$ cat src/rtl/alu_sequencer.sv
// Control stage in front of the 16-bit logic unit: takes one operation per
// handshake, strobes the ALU, reads the stored result back and offers it downstream.
module alu_sequencer #(
    parameter int unsigned DATA_W = 16,
    parameter int unsigned OP_W   = 4
) (
    input  logic                clk,
    input  logic                rst_n,
    input  logic                op_valid_i,
    output logic                op_ready_o,
    input  logic [OP_W-1:0]     opcode_i,
    input  logic [DATA_W-1:0]   operand_a_i,
    input  logic [DATA_W-1:0]   operand_b_i,
    output logic [DATA_W-1:0]   bus1_o,
    output logic [DATA_W-1:0]   bus2_o,
    output logic                alu_pass_o,
    output logic                alu_pass_high_o,
    output logic                alu_push_o,
    output logic                alu_push_high_o,
    output logic                alu_add_o,
    output logic                alu_sub_o,
    output logic                alu_inc_o,
    output logic                alu_dec_o,
    output logic                alu_mul_o,
    output logic                alu_shr_o,
    output logic                alu_shl_o,
    output logic                alu_band_o,
    output logic                alu_bor_o,
    output logic                alu_bxor_o,
    output logic                alu_bnegate_o,
    input  logic [DATA_W-1:0]   bus3_i,
    input  logic [DATA_W-1:0]   bus4_i,
    output logic                res_valid_o,
    input  logic                res_ready_i,
    output logic [2*DATA_W-1:0] res_data_o,
    output logic                res_err_o,
    output logic [15:0]         op_count_o
);

    localparam logic [OP_W-1:0] OpPass = OP_W'(0);
    localparam logic [OP_W-1:0] OpLast = OP_W'(11);

    typedef enum logic [1:0] {StIdle, StExec, StFetch, StDone} state_e;

    state_e              state_q, state_d;
    logic [OP_W-1:0]     opcode_q, opcode_d;
    logic [DATA_W-1:0]   a_q, a_d;
    logic [DATA_W-1:0]   b_q, b_d;
    logic [2*DATA_W-1:0] res_data_q, res_data_d;
    logic                res_err_q, res_err_d;
    logic [15:0]         count_q, count_d;

    // Operand buses always reflect the latched request; reset clears them to zero.
    assign bus1_o      = a_q;
    assign bus2_o      = b_q;
    assign res_data_o  = res_data_q;
    assign res_err_o   = res_err_q;
    assign op_count_o  = count_q;

    // State and datapath registers; reset aborts any transaction in flight.
    always_ff @(posedge clk or negedge rst_n) begin
        if (!rst_n) begin
            state_q    <= StIdle;
            opcode_q   <= '0;
            a_q        <= '0;
            b_q        <= '0;
            res_data_q <= '0;
            res_err_q  <= 1'b0;
            count_q    <= '0;
        end else begin
            state_q    <= state_d;
            opcode_q   <= opcode_d;
            a_q        <= a_d;
            b_q        <= b_d;
            res_data_q <= res_data_d;
            res_err_q  <= res_err_d;
            count_q    <= count_d;
        end
    end

    // Next-state, handshakes and ALU strobes.
    always_comb begin
        state_d         = state_q;
        opcode_d        = opcode_q;
        a_d             = a_q;
        b_d             = b_q;
        res_data_d      = res_data_q;
        res_err_d       = res_err_q;
        count_d         = count_q;
        op_ready_o      = 1'b0;
        res_valid_o     = 1'b0;
        alu_pass_o      = 1'b0;
        alu_pass_high_o = 1'b0;
        alu_push_o      = 1'b0;
        alu_push_high_o = 1'b0;
        alu_add_o       = 1'b0;
        alu_sub_o       = 1'b0;
        alu_inc_o       = 1'b0;
        alu_dec_o       = 1'b0;
        alu_mul_o       = 1'b0;
        alu_shr_o       = 1'b0;
        alu_shl_o       = 1'b0;
        alu_band_o      = 1'b0;
        alu_bor_o       = 1'b0;
        alu_bxor_o      = 1'b0;
        alu_bnegate_o   = 1'b0;
        case (state_q)
            StIdle: begin
                op_ready_o = 1'b1;
                if (op_valid_i) begin
                    opcode_d = opcode_i;
                    a_d      = operand_a_i;
                    b_d      = operand_b_i;
                    if (opcode_i > OpLast) begin
                        // Illegal opcode never touches the ALU.
                        res_err_d  = 1'b1;
                        res_data_d = '0;
                        state_d    = StDone;
                    end else if (opcode_i == OpPass) begin
                        res_err_d = 1'b0;
                        state_d   = StFetch;
                    end else begin
                        res_err_d = 1'b0;
                        state_d   = StExec;
                    end
                end
            end
            StExec: begin
                case (opcode_q)
                    OP_W'(1):  alu_add_o     = 1'b1;
                    OP_W'(2):  alu_sub_o     = 1'b1;
                    OP_W'(3):  alu_inc_o     = 1'b1;
                    OP_W'(4):  alu_dec_o     = 1'b1;
                    OP_W'(5):  alu_mul_o     = 1'b1;
                    OP_W'(6):  alu_shr_o     = 1'b1;
                    OP_W'(7):  alu_shl_o     = 1'b1;
                    OP_W'(8):  alu_band_o    = 1'b1;
                    OP_W'(9):  alu_bor_o     = 1'b1;
                    OP_W'(10): alu_bxor_o    = 1'b1;
                    OP_W'(11): alu_bnegate_o = 1'b1;
                    default:   ;
                endcase
                state_d = StFetch;
            end
            StFetch: begin
                // Pass routes the operands straight through; otherwise read the store.
                if (opcode_q == OpPass) begin
                    alu_pass_o      = 1'b1;
                    alu_pass_high_o = 1'b1;
                end else begin
                    alu_push_o      = 1'b1;
                    alu_push_high_o = 1'b1;
                end
                res_data_d = {bus4_i, bus3_i};
                state_d    = StDone;
            end
            StDone: begin
                res_valid_o = 1'b1;
                if (res_ready_i) begin
                    count_d = count_q + 16'd1;
                    state_d = StIdle;
                end
            end
            default: state_d = StIdle;
        endcase
    end

endmodule

$ cat config.mk
export PLATFORM = sky130hd
export DESIGN_NAME = alu_sequencer
export DESIGN_NICKNAME = d
export VERILOG_FILES = /design/src/rtl/alu_sequencer.sv
export SDC_FILE = /design/constraint.sdc
export NUM_CORES = 1
export LEC_CHECK = 0
export CORE_ASPECT_RATIO = 0.8
export CORE_MARGIN = 5
export CORE_UTILIZATION = 44
export CTS_CLUSTER_DIAMETER = 30
export DETAILED_ROUTE_END_ITERATION = 10
export PLACE_DENSITY = 0.85
export SKIP_LAST_GASP = 1
export SLEW_MARGIN = 15
export SYNTH_ARGS = -nofsm -noshare
export SYNTH_HDL_FRONTEND = slang
export SYNTH_SLANG_ARGS = --single-unit
$ cat constraint.sdc
create_clock -name clk -period 4.3 [get_ports clk]
set_input_delay 0.86 -clock clk [delete_from_list [all_inputs] [get_ports clk]]
set_output_delay 0.86 -clock clk [all_outputs]
set_load 0.01 [all_outputs]
==> metrics.log, run 1 <==
INFO  metric power.switching = 1.15 mW
INFO  metric worst-path-max-fanout = 4
INFO  metric antenna_violating_nets_post_route = 0
INFO  metric chipWidth = 112 microns
INFO  metric dieArea = 10200 sq um
INFO  metric routed_wire_length_per_instance = 16.5 microns
INFO  metric top_level_ports = 170
INFO  metric cts_buffers = 9
INFO  metric post-synth-top-area-cell = sky130_fd_sc_hd__dfrtp_1
INFO  metric crit-reg2reg-capture = res_data_o[27]
INFO  metric setup_tns = 0 ns
INFO  metric rows = 29
INFO  metric yosys_register_bits = 87
INFO  metric layout_setup_ws = 1.47 ns
INFO  metric maxSlewViolCount = 0
INFO  metric layout_min_cycle_time = 2.83 ns
INFO  metric dr.pass1.iters = 4
INFO  metric grt_pass1_wl = 16100 microns
INFO  metric min-delay-path-class = reg -> reg
INFO  metric dominantRegCellSynth = sky130_fd_sc_hd__dfrtp_1
INFO  metric dp_worst_setup_slack = 1.15 ns
INFO  metric synth_area_per_cell = 11.4 sq um
INFO  metric finalNonFillerCells = 598
INFO  metric drt_first_iter_violations = 136
INFO  metric synth_top_cells_by_area = sky130_fd_sc_hd__dfrtp_1 (60%), sky130_fd_sc_hd__mux2_2 (11%), sky130_fd_sc_hd__nand3_1 (5.3%), sky130_fd_sc_hd__o21ai_0 (4.7%), sky130_fd_sc_hd__inv_1 (3.8%)
INFO  metric fill_cells = 597
INFO  metric route.vias.total = 2878
INFO  metric r2r_start = state_q[1]
INFO  metric htree_num_levels = 3
INFO  metric design.core.area = 8020 sq um
INFO  metric tritoncts = built
INFO  metric cts-root-to-sink-buffers = 2
INFO  metric worstSkewPairLatency = 0.34 ns
INFO  metric power.share.sequential = 38.1%
INFO  metric launch_point_of_the_critical_path = state_q[1]
INFO  metric hpwlAfterDp = 7420 microns
INFO  metric start_util = 45.5%
INFO  metric period_share = 65.7%
INFO  metric gpl.final_weighted_congestion = 0.757
INFO  metric grt-ovfl-total = 0
INFO  metric synth_area = 3650 sq um
INFO  metric min_delay_path_depth = 1
INFO  metric power.share.combinational = 44.8%
INFO  metric finalHoldViolations = 0
INFO  metric grt_start_max_net_pins = 88
INFO  metric finClkSkew = 0.00742 ns
INFO  metric critPathRequiredTime = 3.44 ns
INFO  metric endpoint_kind = primary output
INFO  metric post_cts_resized = 0
INFO  metric hold_buffers = 0
INFO  metric critical_path_arrival = 1.97 ns
INFO  metric synth.yosys.seq_area_share = 59.7%
INFO  metric yosysUniqueCellTypes = 27
INFO  metric buffer_ports.inserted = 169
INFO  metric maxCapViolations = 0
INFO  metric synth-edff-count = 0
INFO  metric drive_above_1_share = 12.2%
INFO  metric tritoncts_num_sinks = 87
INFO  metric regToRegSetupSlack = 1.83 ns
INFO  metric peakVddDrop = 302 uV
INFO  metric setup_repair_after_global_routing_missed_its_margin = no
INFO  metric yosys_warnings = 0
INFO  metric initial_antenna_violation_count = 0
INFO  metric finalSetupViolCount = 0
INFO  metric syn-instance-count = 319
INFO  metric remaining_drc_errors = 0
INFO  metric critPathLaunchType = flip-flop
INFO  metric critPathKind = reg -> out
INFO  metric timing.max_slew.rel_slack = 37.1%
INFO  metric critPathCapture = alu_band_o
INFO  metric first_global_vias = 3083
INFO  metric power.density = 599 nW/um^2
INFO  metric ff2ff_path_depth = 7
INFO  metric status = complete, no violations
INFO  metric p_int = 2.23 mW
INFO  metric tightest_slew = 0.940 ns
INFO  metric synth_top_area_share = 59.7%
INFO  metric area.growth.synth_to_final = 54.5%
INFO  metric cts.clk_slew.worst_paths = 0.09 ns
INFO  metric clkPwrFrac = 17.1%
INFO  metric root_buffer = sky130_fd_sc_hd__clkbuf_8
INFO  metric syn_nets = 397
INFO  metric wl = 9860 microns
INFO  metric leakagePower = 2.35 nW
INFO  metric antenna-diode-count = 0
INFO  metric die_height = 91.4 microns
INFO  metric post_drt_via_cell_ratio = 4.81
INFO  metric sw_frac_of_total = 34.0%
INFO  metric fmaxAchievable = 354 MHz
INFO  metric placedCellCount = 582
INFO  metric nets = 563
INFO  metric total_track_usage = 19.6%
INFO  metric postSynth.asyncResetShare = 100%
INFO  metric post-cts-setup-buffer-count = 0
[synthesized netlist by cell type, types with 2 or more instances]
cell	number
sky130_fd_sc_hd__nand2b_1	2
sky130_fd_sc_hd__nor3_1	3
sky130_fd_sc_hd__xnor2_1	12
sky130_fd_sc_hd__nor2_1	15
sky130_fd_sc_hd__o21ai_0	34
sky130_fd_sc_hd__nand2_1	11
sky130_fd_sc_hd__ha_1	6
sky130_fd_sc_hd__xor2_1	3
sky130_fd_sc_hd__buf_4	2
sky130_fd_sc_hd__and3_1	4
sky130_fd_sc_hd__buf_1	2
sky130_fd_sc_hd__clkbuf_1	4
sky130_fd_sc_hd__nand3b_1	2
sky130_fd_sc_hd__dfrtp_1	87
sky130_fd_sc_hd__buf_2	8
sky130_fd_sc_hd__mux2_2	37
sky130_fd_sc_hd__inv_1	37
sky130_fd_sc_hd__nand4_1	3
sky130_fd_sc_hd__nand3_1	39
[placed cells by master, fill, tap and decap left out, types with 2 or more instances in the layout]
cell type	n
sky130_fd_sc_hd__xor2_1	3
sky130_fd_sc_hd__nand4_1	3
sky130_fd_sc_hd__clkbuf_8	10
sky130_fd_sc_hd__ha_1	6
sky130_fd_sc_hd__nand2_1	10
sky130_fd_sc_hd__clkinvlp_4	2
sky130_fd_sc_hd__buf_4	2
sky130_fd_sc_hd__nand3_1	39
sky130_fd_sc_hd__nor2_1	15
sky130_fd_sc_hd__nand3b_1	2
sky130_fd_sc_hd__nor3_1	3
sky130_fd_sc_hd__dfrtp_1	87
sky130_fd_sc_hd__inv_1	37
sky130_fd_sc_hd__xnor2_1	12
sky130_fd_sc_hd__clkdlybuf4s50_1	168
sky130_fd_sc_hd__o21ai_0	34
sky130_fd_sc_hd__and3_1	4
sky130_fd_sc_hd__mux2_2	37
sky130_fd_sc_hd__nand2b_1	2
[sequential cells by signal, indices dropped and copies added, names as in the netlist]
signal / count
res_err_o: 1
state_q: 2
op_count_o: 16
res_data_o: 32
bus2_o: 16
opcode_q: 4
bus1_o: 16
[critical path, cell delays in order, from the launching register on]
cell and delay, ns:
sky130_fd_sc_hd__dfrtp_1 0.43, sky130_fd_sc_hd__inv_1 0.12, sky130_fd_sc_hd__ha_1 0.20, sky130_fd_sc_hd__nand3b_1 0.15
sky130_fd_sc_hd__nor3_1 0.17, sky130_fd_sc_hd__clkdlybuf4s50_1 0.57
[how the worst min path moves through the flow]
stage	start	end	slack, ns
floorplan	state_q[1]	state_q[1]	0.50
global placement	res_err_o	res_err_o	0.47
detailed placement	bus2_o[4]	bus2_o[4]	0.49
CTS	op_count_o[13]	op_count_o[13]	0.50
global route	op_count_o[13]	op_count_o[13]	0.52
finish	op_count_o[13]	op_count_o[13]	0.51
[power groups by stage]
stage                     registers [mW]  logic [mW]  clock network (mW)
after floorplan                     1.38       0.628                   0
after global placement              1.28        1.48                   0
after detailed placement            1.30        1.53                   0
after CTS                           1.29        1.54               0.598
after global routing                1.32        1.64               0.631
final                               1.28        1.51               0.578
[stage by stage]
step	total power, mW	hold slack, ns	util [%]	instance area, sq um
5_1_grt	3.59	0.523	70.3	5640
4_1_cts	3.42	0.504	70.2	5630
6_report	3.37	0.506	70.3	5640
3_5_place_dp	2.83	0.491	67.7	5430
2_1_floorplan	2.01	0.501	-	3650
3_3_place_gp	2.75	0.465	67.7	5430
[kinds of logic (layout without fill, tap and decap cells)]
logic type / Yosys count / count (layout) / synth area share (%)
DFF: 87 / 87 / 59.7
AOI/OAI and AO/OA: 39 / 39 / 6.07
and+or+nand+nor: 81 / 81 / 11.0
muxes: 38 / 38 / 11.7
xor gates and xnor gates: 15 / 15 / 3.60
adders and majority gates: 6 / 6 / 2.06
buffers and inverters: 53 / 224 / 5.93
[cell type report]
| class | count | area, sq um | share of cell area [%] |
|---|---|---|---|
| clock buffers | 11 | 141 | 2.51 |
| clock inverters | 5 | 65.1 | 1.15 |
| inverters | 37 | 139 | 2.46 |
| multi-input cells | 179 | 1270 | 22.5 |
| flip-flops and latches | 87 | 2180 | 38.6 |
| well taps | 108 | 135 | 2.40 |
| repair buffers | 171 | 1710 | 30.3 |
[metal layers]
layer  global-route usage (%)  vias to the layer above  share of wire (%)
li1                         -                     1390                  -
met1                     25.0                     1353                 43
met2                     32.9                      122                 48
met3                     5.45                       13                6.9
met4                     5.88                        0                1.5
met5                        0                        -                  0
Note: power is estimated with default switching activity, not from simulation.
==> run 2: changes to the inputs <==
- CORE_UTILIZATION: 44 -> 37
- PLACE_DENSITY: 0.85 -> 0.76
- clock period: 4.3 -> 2.5 ns (I/O delays scaled with it)
==> metrics.log, run 2 (synthesized netlist as in run 1, its figures left out) <==
INFO  metric cts.clk_slew.worst_paths = 0.06 ns
INFO  metric initial_antenna_violation_count = 0
INFO  metric min-delay-path-class = in -> async
INFO  metric ff2ff_path_depth = 7
INFO  metric hold_buffers = 0
INFO  metric peakVddDrop = 769 uV
INFO  metric endpoint_kind = primary output
INFO  metric wl = 9440 microns
INFO  metric regToRegSetupSlack = 0.67 ns
INFO  metric crit-reg2reg-capture = res_data_o[15]
INFO  metric power.share.sequential = 35.0%
INFO  metric fin_util = 60.7%
INFO  metric p_int = 4.28 mW
INFO  metric routed_wire_length_per_instance = 15.0 microns
INFO  metric hpwlAfterDp = 7090 microns
INFO  metric dieArea = 12000 sq um
INFO  metric critPathLaunchType = flip-flop
INFO  metric rows = 32
INFO  metric design_area = 5860 sq um
INFO  metric dr.pass1.iters = 4
INFO  metric tritoncts = built
INFO  metric critPathKind = reg -> out
INFO  metric total_track_usage = 16.2%
INFO  metric antenna_violating_nets_post_route = 0
INFO  metric antenna-diode-count = 0
INFO  metric timing.critical_path.buf_inv = 2
INFO  metric tightest_slew = 0.524 ns
INFO  metric worstSkewPairLatency = 0.33 ns
INFO  metric power.density = 1070 nW/um^2
INFO  metric design.core.area = 9650 sq um
INFO  metric finClkSkew = 0.00640 ns
INFO  metric layout_min_cycle_time = 2.48 ns
INFO  metric first_global_vias = 3100
INFO  metric final_cell_mix = sky130_fd_sc_hd__clkdlybuf4s50_1 (164), sky130_fd_sc_hd__dfrtp_1 (87), sky130_fd_sc_hd__nand3_1 (39)
INFO  metric worst-path-max-fanout = 4
INFO  metric layout_commonest_cell = sky130_fd_sc_hd__clkdlybuf4s50_1
INFO  metric placedCellCount = 612
INFO  metric leakagePower = 2.51 nW
INFO  metric cell_area_after_placement = 5510 sq um
INFO  metric finalSetupViolCount = 0
INFO  metric grt-ovfl-total = 0
INFO  metric critPathCapture = alu_shl_o
INFO  metric flip_flop_count_of_the_largest_register_after_layout = 32
INFO  metric period_share = 99.2%
INFO  metric gpl.final_weighted_congestion = 0.772
INFO  metric route.vias.total = 2901
INFO  metric timing.max_slew.rel_slack = 65.0%
INFO  metric setup_repair_after_global_routing_missed_its_margin = yes
INFO  metric cts-root-to-sink-buffers = 2
INFO  metric drt_first_iter_violations = 138
INFO  metric top_level_ports = 170
INFO  metric finalNonFillerCells = 629
INFO  metric critical_path_arrival = 1.98 ns
INFO  metric htree_num_levels = 3
INFO  metric clkPwrFrac = 22.8%
INFO  metric remaining_drc_errors = 0
INFO  metric grt_start_max_net_pins = 65
INFO  metric r2r_start = state_q[0]
INFO  metric grt_pass1_wl = 15500 microns
INFO  metric crit_chain = inv_1 > ha_1 > nand3b_1 > nor2_1 > clkdlybuf4s50_1
INFO  metric critPathRequiredTime = 2.00 ns
INFO  metric cp_slowest_cell = sky130_fd_sc_hd__clkdlybuf4s50_1
INFO  metric cts_buffers = 9
INFO  metric finalHoldViolations = 0
INFO  metric power.share.combinational = 42.2%
INFO  metric sw_frac_of_total = 31.6%
INFO  metric status = complete, no violations
INFO  metric maxSlewViolCount = 0
INFO  metric die_height = 98.8 microns
INFO  metric maxCapViolations = 0
INFO  metric root_buffer = sky130_fd_sc_hd__clkbuf_16
INFO  metric power.switching = 1.98 mW
INFO  metric drive_above_1_share = 13.0%
INFO  metric buffer_ports.inserted = 169
INFO  metric chipWidth = 121 microns
INFO  metric post_drt_via_cell_ratio = 4.61
INFO  metric nets = 566
INFO  metric area.growth.synth_to_final = 60.5%
INFO  metric tritoncts_num_sinks = 87
INFO  metric crit_cells = 5
INFO  metric launch_point_of_the_critical_path = state_q[1]
INFO  metric power = 6.26 mW
INFO  metric critPathTopFamily = buffers and inverters
INFO  metric start_util = 37.8%
INFO  metric fmaxAchievable = 403 MHz
INFO  metric critical_path.max_stage_delay = 0.58 ns
[run 2: cell types whose count changed in the layout (fill, tap and decap cells not counted), moves of 3 or more]
cell / before / now
sky130_fd_sc_hd__clkdlybuf4s50_1: 168 / 164
sky130_fd_sc_hd__buf_12: 0 / 3
sky130_fd_sc_hd__dlymetal6s2s_1: 0 / 4
sky130_fd_sc_hd__clkbuf_16: 0 / 9
sky130_fd_sc_hd__clkbuf_8: 10 / 1
[run 2: cell type report]
cell class / instances / area [sq um]
sequential: 87 / 2180
inverter: 37 / 139
clock inverter: 5 / 81.3
fill: 806 / 3790
clock buffer: 11 / 243
multi-input combinational: 179 / 1270
tap: 136 / 170
timing repair buffer: 174 / 1770
[run 2: per-stage QoR]
step	setup slack [ns]	hold slack, ns	setup TNS [ns]
5_1_grt	-0.0473	0.172	-0.0493
4_1_cts	0.0200	0.146	0
2_1_floorplan	0.642	0.204	0
3_3_place_gp	0.464	0.468	0
3_5_place_dp	0.389	0.480	0
6_report	0.0200	0.142	0
[run 2: per-layer routing]
metal / GRT usage [%] / up-vias / wire, microns
met5: 0 / - / 0
met1: 19.5 / 1383 / 3870
met2: 26.8 / 104 / 4610
met4: 4.88 / 0 / 110
li1: - / 1400 / -
met3: 6.77 / 14 / 845
[run 2: worst register-to-register path: stages, from the launching register on]
cell                        delay (ns)
sky130_fd_sc_hd__dfrtp_1          0.41
sky130_fd_sc_hd__inv_1            0.12
sky130_fd_sc_hd__ha_1             0.18
sky130_fd_sc_hd__buf_4            0.35
sky130_fd_sc_hd__o2bb2ai_4        0.18
sky130_fd_sc_hd__buf_12           0.24
sky130_fd_sc_hd__nand3_1          0.13
sky130_fd_sc_hd__o21ai_0          0.12
[run 2: what timing repair did]
item	in CTS	in global routing
endpoints found under the hold margin	0	0
resized for setup	0	5
setup endpoints to repair	0	6
buffers inserted	0	1
[run 2: worst min-delay path by stage]
| stage | from | slack, ns | to |
|---|---|---|---|
| floorplan | rst_n | 0.20 | bus1_o[0] |
| global placement | res_err_o | 0.47 | res_err_o |
| detailed placement | op_count_o[15] | 0.48 | op_count_o[15] |
| CTS | rst_n | 0.15 | bus2_o[5] |
| global route | rst_n | 0.17 | bus2_o[5] |
| finish | rst_n | 0.14 | bus2_o[11] |
[run 2: power groups by stage]
stage / clock network, mW / registers, mW / logic [mW]
after CTS: 1.48 / 2.20 / 2.69
after global routing: 1.53 / 2.27 / 2.87
after floorplan: 0 / 2.38 / 1.08
after global placement: 0 / 2.18 / 2.61
final: 1.43 / 2.19 / 2.64
after detailed placement: 0 / 2.21 / 2.68
==> run 3: changes to the inputs <==
- SLEW_MARGIN: 15 -> 20
==> results of run 3 <==
Final layout, timing and power as in run 2 (identical DEF).
